## src/rtl/fp_sqrt_pkg.sv

```systemverilog
// Shared types and helpers for the iterative IEEE-754 square-root unit.
// Format-dependent helpers take EXP_W/MAN_W as arguments so any instance width can use them.
package fp_sqrt_pkg;

  typedef enum logic [1:0] {
    RM_RTZ = 2'b00,
    RM_RNE = 2'b01,
    RM_RUP = 2'b10,
    RM_RDN = 2'b11
  } rm_e;

  typedef enum logic [2:0] {
    S_IDLE,
    S_UNPACK,
    S_ITER,
    S_ROUND,
    S_DONE
  } state_e;

  typedef enum logic [2:0] {
    CL_ZERO,
    CL_DENORM,
    CL_NORMAL,
    CL_INF,
    CL_NAN
  } class_e;

  function automatic int bias(input int exp_w);
    return (1 << (exp_w - 1)) - 1;
  endfunction

  // MAN_W <= 2^(EXP_W-1)-3 keeps the smallest denormal's root a normal number.
  function automatic bit params_legal(input int exp_w, input int man_w);
    return man_w <= bias(exp_w) - 2;
  endfunction

  function automatic logic [63:0] canonical_qnan(input int exp_w, input int man_w);
    logic [63:0] w;
    w = '0;
    w[exp_w + man_w] = 1'b1;
    for (int i = 0; i < exp_w; i++) w[man_w + i] = 1'b1;
    w[man_w - 1] = 1'b1;
    return w;
  endfunction

endpackage

```

## src/rtl/fp_sqrt_iter_lzc.sv

```systemverilog
// Parametrised leading-zero counter, used to normalise denormal mantissas.
// An all-zero input reports WIDTH.
module fp_lzc
  import fp_sqrt_pkg::*;
#(
  parameter  int WIDTH = 10,
  localparam int CNT_W = $clog2(WIDTH + 1)
) (
  input  logic [WIDTH-1:0] in_vec,
  output logic [CNT_W-1:0] count
);

  always_comb begin
    count = CNT_W'(WIDTH);
    for (int i = 0; i < WIDTH; i++) begin
      if (in_vec[i]) count = CNT_W'(WIDTH - 1 - i);
    end
  end

endmodule

```

## src/rtl/fp_sqrt_iter.sv

```systemverilog
// Iterative IEEE-754 square root: unpack, restoring root one bit per cycle, round.
// Single operation in flight behind valid/ready handshakes on both sides.
module fp_sqrt_iter
  import fp_sqrt_pkg::*;
#(
  parameter  int EXP_W = 5,
  parameter  int MAN_W = 10,
  localparam int W     = EXP_W + MAN_W + 1
) (
  input  logic         CLK,
  input  logic         RESET,
  input  logic         IN_VALID,
  output logic         IN_READY,
  input  logic [W-1:0] IN_DATA,
  input  logic [1:0]   IN_RM,
  output logic         OUT_VALID,
  input  logic         OUT_READY,
  output logic [W-1:0] OUT_DATA,
  output logic         IS_NAN,
  output logic         IS_PINF,
  output logic         IS_NINF,
  output logic         IS_INEXACT
);

  localparam int R     = MAN_W + 2;
  localparam int REM_W = R + 1;
  localparam int E_W   = EXP_W + 2;
  localparam int LZ_W  = $clog2(MAN_W + 1);
  localparam int CNT_W = $clog2(R);
  localparam logic [E_W-1:0] BIAS_E = E_W'(bias(EXP_W));
  localparam logic [W-1:0]   QNAN   = W'(canonical_qnan(EXP_W, MAN_W));

  if (!params_legal(EXP_W, MAN_W)) begin : g_bad_params
    $error("fp_sqrt_iter: MAN_W too wide for EXP_W, results could be denormal");
  end

  state_e            state_q, state_d;
  rm_e               rm_q, rm_d;
  logic [W-1:0]      data_q, data_d;
  logic [2*R-1:0]    rad_q, rad_d;
  logic [R-1:0]      root_q, root_d;
  logic [REM_W-1:0]  rem_q, rem_d;
  logic [CNT_W-1:0]  cnt_q, cnt_d;
  logic [EXP_W-1:0]  exp_q, exp_d;
  logic [W-1:0]      out_data_q, out_data_d;
  logic              nan_q, nan_d, pinf_q, pinf_d, ninf_q, ninf_d, inexact_q, inexact_d;

  logic              op_sign;
  logic [EXP_W-1:0]  op_exp;
  logic [MAN_W-1:0]  op_frac;
  class_e            op_class;
  logic [LZ_W-1:0]   lzc_count;
  logic [MAN_W:0]    m_unpk;
  logic [R-1:0]      m_ext;
  logic [E_W-1:0]    e_unpk, e_adj, e_half;
  logic [EXP_W-1:0]  res_exp;
  logic [REM_W+1:0]  rem_sh, trial;
  logic              g_bit, s_bit, inc, carry;

  assign op_sign = data_q[W-1];
  assign op_exp  = data_q[W-2:MAN_W];
  assign op_frac = data_q[MAN_W-1:0];

  fp_lzc #(.WIDTH(MAN_W)) u_lzc (
    .in_vec (op_frac),
    .count  (lzc_count)
  );

  always_comb begin
    op_class = CL_NORMAL;
    if (&op_exp) op_class = (|op_frac) ? CL_NAN : CL_INF;
    else if (op_exp == '0) op_class = (|op_frac) ? CL_DENORM : CL_ZERO;
  end

  // Odd exponents borrow a factor of two into the mantissa so the halving is exact.
  always_comb begin
    m_unpk = {1'b1, op_frac};
    e_unpk = E_W'(op_exp) - BIAS_E;
    if (op_class == CL_DENORM) begin
      m_unpk = ({1'b0, op_frac} << lzc_count) << 1;
      e_unpk = '0 - BIAS_E - E_W'(lzc_count);
    end
    if (e_unpk[0]) begin
      m_ext = {m_unpk, 1'b0};
      e_adj = e_unpk - E_W'(1);
    end else begin
      m_ext = {1'b0, m_unpk};
      e_adj = e_unpk;
    end
    e_half  = $signed(e_adj) >>> 1;
    res_exp = EXP_W'(e_half + BIAS_E);
  end

  always_comb begin
    rem_sh = {rem_q, rad_q[2*R-1:2*R-2]};
    trial  = {1'b0, root_q, 2'b01};
    g_bit  = root_q[0];
    s_bit  = |rem_q;
    inc    = ((rm_q == RM_RNE) && g_bit) || ((rm_q == RM_RUP) && (g_bit || s_bit));
    carry  = inc && (&root_q[R-1:1]);
  end

  always_comb begin
    state_d    = state_q;
    rm_d       = rm_q;
    data_d     = data_q;
    rad_d      = rad_q;
    root_d     = root_q;
    rem_d      = rem_q;
    cnt_d      = cnt_q;
    exp_d      = exp_q;
    out_data_d = out_data_q;
    nan_d      = nan_q;
    pinf_d     = pinf_q;
    ninf_d     = ninf_q;
    inexact_d  = inexact_q;
    case (state_q)
      S_IDLE: begin
        if (IN_VALID) begin
          data_d  = IN_DATA;
          rm_d    = rm_e'(IN_RM);
          state_d = S_UNPACK;
        end
      end
      S_UNPACK: begin
        state_d = S_DONE;
        case (op_class)
          CL_NAN: begin
            out_data_d = data_q | (W'(1) << (MAN_W - 1));
            nan_d      = 1'b1;
          end
          CL_INF: begin
            out_data_d = data_q;
            pinf_d     = !op_sign;
            ninf_d     = op_sign;
          end
          CL_ZERO: out_data_d = data_q;
          default: begin
            if (op_sign) begin
              out_data_d = QNAN;
              nan_d      = 1'b1;
            end else begin
              rad_d   = {m_ext, {R{1'b0}}};
              root_d  = '0;
              rem_d   = '0;
              cnt_d   = CNT_W'(R - 1);
              exp_d   = res_exp;
              state_d = S_ITER;
            end
          end
        endcase
      end
      S_ITER: begin
        rad_d = {rad_q[2*R-3:0], 2'b00};
        if (rem_sh >= trial) begin
          rem_d  = REM_W'(rem_sh - trial);
          root_d = {root_q[R-2:0], 1'b1};
        end else begin
          rem_d  = rem_sh[REM_W-1:0];
          root_d = {root_q[R-2:0], 1'b0};
        end
        if (cnt_q == '0) state_d = S_ROUND;
        else cnt_d = cnt_q - CNT_W'(1);
      end
      S_ROUND: begin
        out_data_d = {1'b0, exp_q + EXP_W'(carry), root_q[R-2:1] + MAN_W'(inc)};
        inexact_d  = g_bit || s_bit;
        state_d    = S_DONE;
      end
      S_DONE: begin
        if (OUT_READY) begin
          out_data_d = '0;
          nan_d      = 1'b0;
          pinf_d     = 1'b0;
          ninf_d     = 1'b0;
          inexact_d  = 1'b0;
          state_d    = S_IDLE;
        end
      end
      default: state_d = S_IDLE;
    endcase
  end

  always_ff @(posedge CLK) begin
    if (RESET) begin
      state_q    <= S_IDLE;
      rm_q       <= RM_RTZ;
      data_q     <= '0;
      rad_q      <= '0;
      root_q     <= '0;
      rem_q      <= '0;
      cnt_q      <= '0;
      exp_q      <= '0;
      out_data_q <= '0;
      nan_q      <= 1'b0;
      pinf_q     <= 1'b0;
      ninf_q     <= 1'b0;
      inexact_q  <= 1'b0;
    end else begin
      state_q    <= state_d;
      rm_q       <= rm_d;
      data_q     <= data_d;
      rad_q      <= rad_d;
      root_q     <= root_d;
      rem_q      <= rem_d;
      cnt_q      <= cnt_d;
      exp_q      <= exp_d;
      out_data_q <= out_data_d;
      nan_q      <= nan_d;
      pinf_q     <= pinf_d;
      ninf_q     <= ninf_d;
      inexact_q  <= inexact_d;
    end
  end

  always_comb begin
    IN_READY   = (state_q == S_IDLE);
    OUT_VALID  = (state_q == S_DONE);
    OUT_DATA   = out_data_q;
    IS_NAN     = nan_q;
    IS_PINF    = pinf_q;
    IS_NINF    = ninf_q;
    IS_INEXACT = inexact_q;
  end

endmodule

```

## config.mk

```make
export PLATFORM = sky130hd
export DESIGN_NAME = fp_sqrt_iter
export DESIGN_NICKNAME = d
export VERILOG_FILES = /design/src/rtl/fp_sqrt_pkg.sv /design/src/rtl/fp_sqrt_iter_lzc.sv /design/src/rtl/fp_sqrt_iter.sv
export SDC_FILE = /design/constraint.sdc
export NUM_CORES = 1
export LEC_CHECK = 0
export ABC_AREA = 1
export BUFFER_PORTS_ARGS = -buffer_cell sky130_fd_sc_hd__buf_4
export CAP_MARGIN = 10
export CORE_UTILIZATION = 55
export CTS_CLUSTER_SIZE = 20
export DETAILED_ROUTE_END_ITERATION = 7
export PLACE_DENSITY = 0.8
export SLEW_MARGIN = 20
export SYNTH_ARGS = -nofsm -noshare
export SYNTH_HDL_FRONTEND = slang
export SYNTH_SLANG_ARGS = --single-unit
```

## constraint.sdc

```tcl
create_clock -name CLK -period 3.8 [get_ports CLK]
set_input_delay 0 -clock CLK [delete_from_list [all_inputs] [get_ports CLK]]
set_output_delay 0 -clock CLK [all_outputs]
set_load 0.02 [all_outputs]
```

==> impl_results.md <==
- Outcome: finished clean
- Worst reg2reg startpoint: data_q[10]$_SDFFE_PP0P_
- PortBufs: 43
- Via count: 5542
- Fin nets: 868
- WS Path Type: reg2reg
- Antenna-violating nets left: 0
- Area leader, netlist: dfxtp_1
- Worst-path clk slew: 100 ps
- Flop pwr share: 0.251
- Initial drt markers: 467
- Leak: 2.66 nW
- # IOs: 44
- Pre-CTS setup slack: 1080 ps
- Fraction of layout cells with a size suffix above 1: 0.120
- Post-synth EDFFs: 0
- TritonCTS Sinks: 87
- Post-Synthesis Cells: 772
- Core area: 0.00928 mm²
- Design Power: 5.72 mW
- WL per Instance: 15.7 µm
- Worst setup EP type: register
- Hold Vio Cnt, Final: 0
- FMAX: 359 MHz
- Die area: 0.0101 mm²
- CP startpoint: data_q[10]$_SDFFE_PP0P_
- Initial antenna violation count: 0
- Vert. Die Dim: 100 µm
- Sw frac: 0.520
- Fillers: 830
- CTS Hold Bufs: 20
- Min cycle time layout: 2780 ps
- CP Launch Type: register
- Total CTS buffers: 9
- Ys Warns: 0
- # DRC: 0
- Clock tree buffer depth: 2
- RSZ-0062 raised after global routing: no
- DP Area: 0.00567 mm²
- Max_cap viols: 0
- Multi-input logic area: 0.00304 mm²
- Post-Synthesis Net Count: 819
- Min-delay worst type: in2reg
- Sw Pwr: 2.97 mW
- Root buf cell: clkbuf_8
- Via/cell ratio: 5.80
- CP max FO: 16
- Arrival @ worst endpoint: 3040 ps
- Antenna diodes: 0
- P per Cell Area: 938 mW/mm²
- Main synth FF type: dfxtp_1
- Post_cts resized: 0
- CTS tree: done
- Htree depth: 3
- Post-layout util: 0.657
- Clock Power Share: 0.135
- Routability cong.: 0.967
- Post-CTS setup buffers: 0
- Final WS setup: 1020 ps
- Post-synth top area share: 0.328
- Worst slew pin tran: 997 ps
- Initial Util: 0.573
- Final instance area: 0.00610 mm²
- Clock Latency Late Sink: 360 ps
- Post-Syn Area: 0.00532 mm²
- Required @ worst endpoint: 4050 ps
- Total track usage: 0.305
- Grt ovf: 0
- Die W: 100 µm
- Slew Viols, Final: 0
- First-pass GRT wire length: 24400 µm
- Seq. cell area: 0.00174 mm²
- VDD IR max: 506 µV
- FP Rows: 35
- Netlist cell types: 49
- Synth Register Bits: 87
- Vias in the first global route: 5118
- Period Utilization, post-route: 0.733
- Hold Startpoint: IN_VALID
- Clk_skew: 9.16 ps
- Area grow syn2layout: 14.8%
- Final Setup Violations: 0
- Largest net degree at the start of global routing: 49
- Post-DP HPWL: 10600 µm
- Final TNS setup: 0 ps
- Slew HR: 0.334
- Synth top area cells: dfxtp_1 33%, a21oi_1 10%, nand2_1 10%
- P_int: 2.75 mW
- Asr flop ratio synth: 0
- Average cell area after synthesis: 6.88 µm²
- Sequential area share after synthesis: 0.328
- Combinational power share: 0.614
- Routed WL: 15000 µm
- Detailed Routing Iterations Pass 1: 5
kinds of logic after synthesis:
logic type	share of synthesized area
AOI/OAI and AO/OA	0.243
xor gates and xnor gates	0.0231
adders and majority gates	0.0589
buffers and inverters	0.101
DFF	0.328
and+or+nand+nor	0.246
path summary, 6_finish.rpt:
kind                                                end  slack [ps]  depth (start not counted)
worst max-delay path              exp_q[4]$_SDFFE_PP0P_        1020                         16
worst min-delay path            state_q[0]$_SDFFE_PP0P_          60                          3
worst max register to register    exp_q[4]$_SDFFE_PP0P_        1020                         16
worst min register to register    cnt_q[0]$_SDFFE_PP0P_         460                          1
worst max-delay path: stages (launching register included):
cell	delay, ps
dfxtp_1	340
ha_1	210
nand2_1	90
nor2_1	50
ha_1	280
nor2_1	310
nand2_4	150
inv_4	180
or2_1	130
o21a_1	150
inv_2	50
ha_1	210
nand2_1	90
nor2_1	50
xor2_1	150
o21ai_0	180
inv_1	60
synthesized netlist by cell type (all sizes together), types with 4 or more instances:
master  number
a21oi      109
a31oi       13
buf         10
clkbuf      17
dfxtp       87
ha          25
inv        100
nand2      153
nand3       59
nand4        7
nor2        45
nor3        11
nor4         4
o211ai       8
o21ai       85
xnor2        5
xor2         9
cell type report:
type	instances	share of cell area
clock buffers	10	0.0226
clock inverters	6	0.0160
inverters	102	0.0640
multi-input cells	556	0.497
flip-flops and latches	87	0.285
well taps	129	0.0265
repair buffers	65	0.0882
registers in the layout (all words and copies together), names as in the netlist:
| signal | cells |
|---|---|
| OUT_DATA | 16 |
| state_q | 3 |
| rem_q | 13 |
| IS_INEXACT | 1 |
| IS_NAN | 1 |
| data_q | 16 |
| rad_q | 12 |
| IS_NINF | 1 |
| IS_PINF | 1 |
| rm_q | 2 |
| cnt_q | 4 |
| root_q | 12 |
| exp_q | 5 |
power groups by stage:
| stage | Clock (mW) | Sequential [mW] | Combinational (mW) |
|---|---|---|---|
| 2_1_floorplan | 0 | 1.49 | 3.21 |
| 3_3_place_gp | 0 | 1.44 | 3.37 |
| 3_5_place_dp | 0 | 1.44 | 3.44 |
| 4_1_cts | 0.781 | 1.43 | 3.47 |
| 5_1_grt | 0.814 | 1.45 | 3.81 |
| 6_report | 0.773 | 1.44 | 3.51 |
placed cells by master (no fill, tap or decap), types with 5 or more instances in the layout:
| cell | n |
|---|---|
| dfxtp_1 | 87 |
| a21oi_1 | 108 |
| o21ai_0 | 71 |
| o21ai_1 | 10 |
| nand3_1 | 57 |
| xnor2_1 | 5 |
| ha_1 | 25 |
| o211ai_1 | 8 |
| dlygate4sd3_1 | 20 |
| xor2_1 | 9 |
| nand2_4 | 6 |
| nor2_1 | 40 |
| nand2_1 | 144 |
| inv_2 | 11 |
| clkbuf_8 | 10 |
| a31oi_1 | 13 |
| nor3_1 | 8 |
| buf_4 | 45 |
| inv_1 | 86 |
| nand4_1 | 7 |
per-stage QoR:
stage	hold slack (ps)	std cells
3_3_place_gp	283	919
6_report	64.6	955
3_5_place_dp	286	919
5_1_grt	62.4	955
2_1_floorplan	168	772
4_1_cts	44.0	955
layer usage:
metal	part of all wire	up-vias	wire length, µm	global-route usage
met5	0	-	0	0
met4	0.025	0	375	0.128
met3	0.071	37	1060	0.0515
met2	0.47	238	7000	0.499
met1	0.44	2555	6540	0.396
li1	-	2712	-	-
No activity file was read; power rests on OpenSTA's default activity.
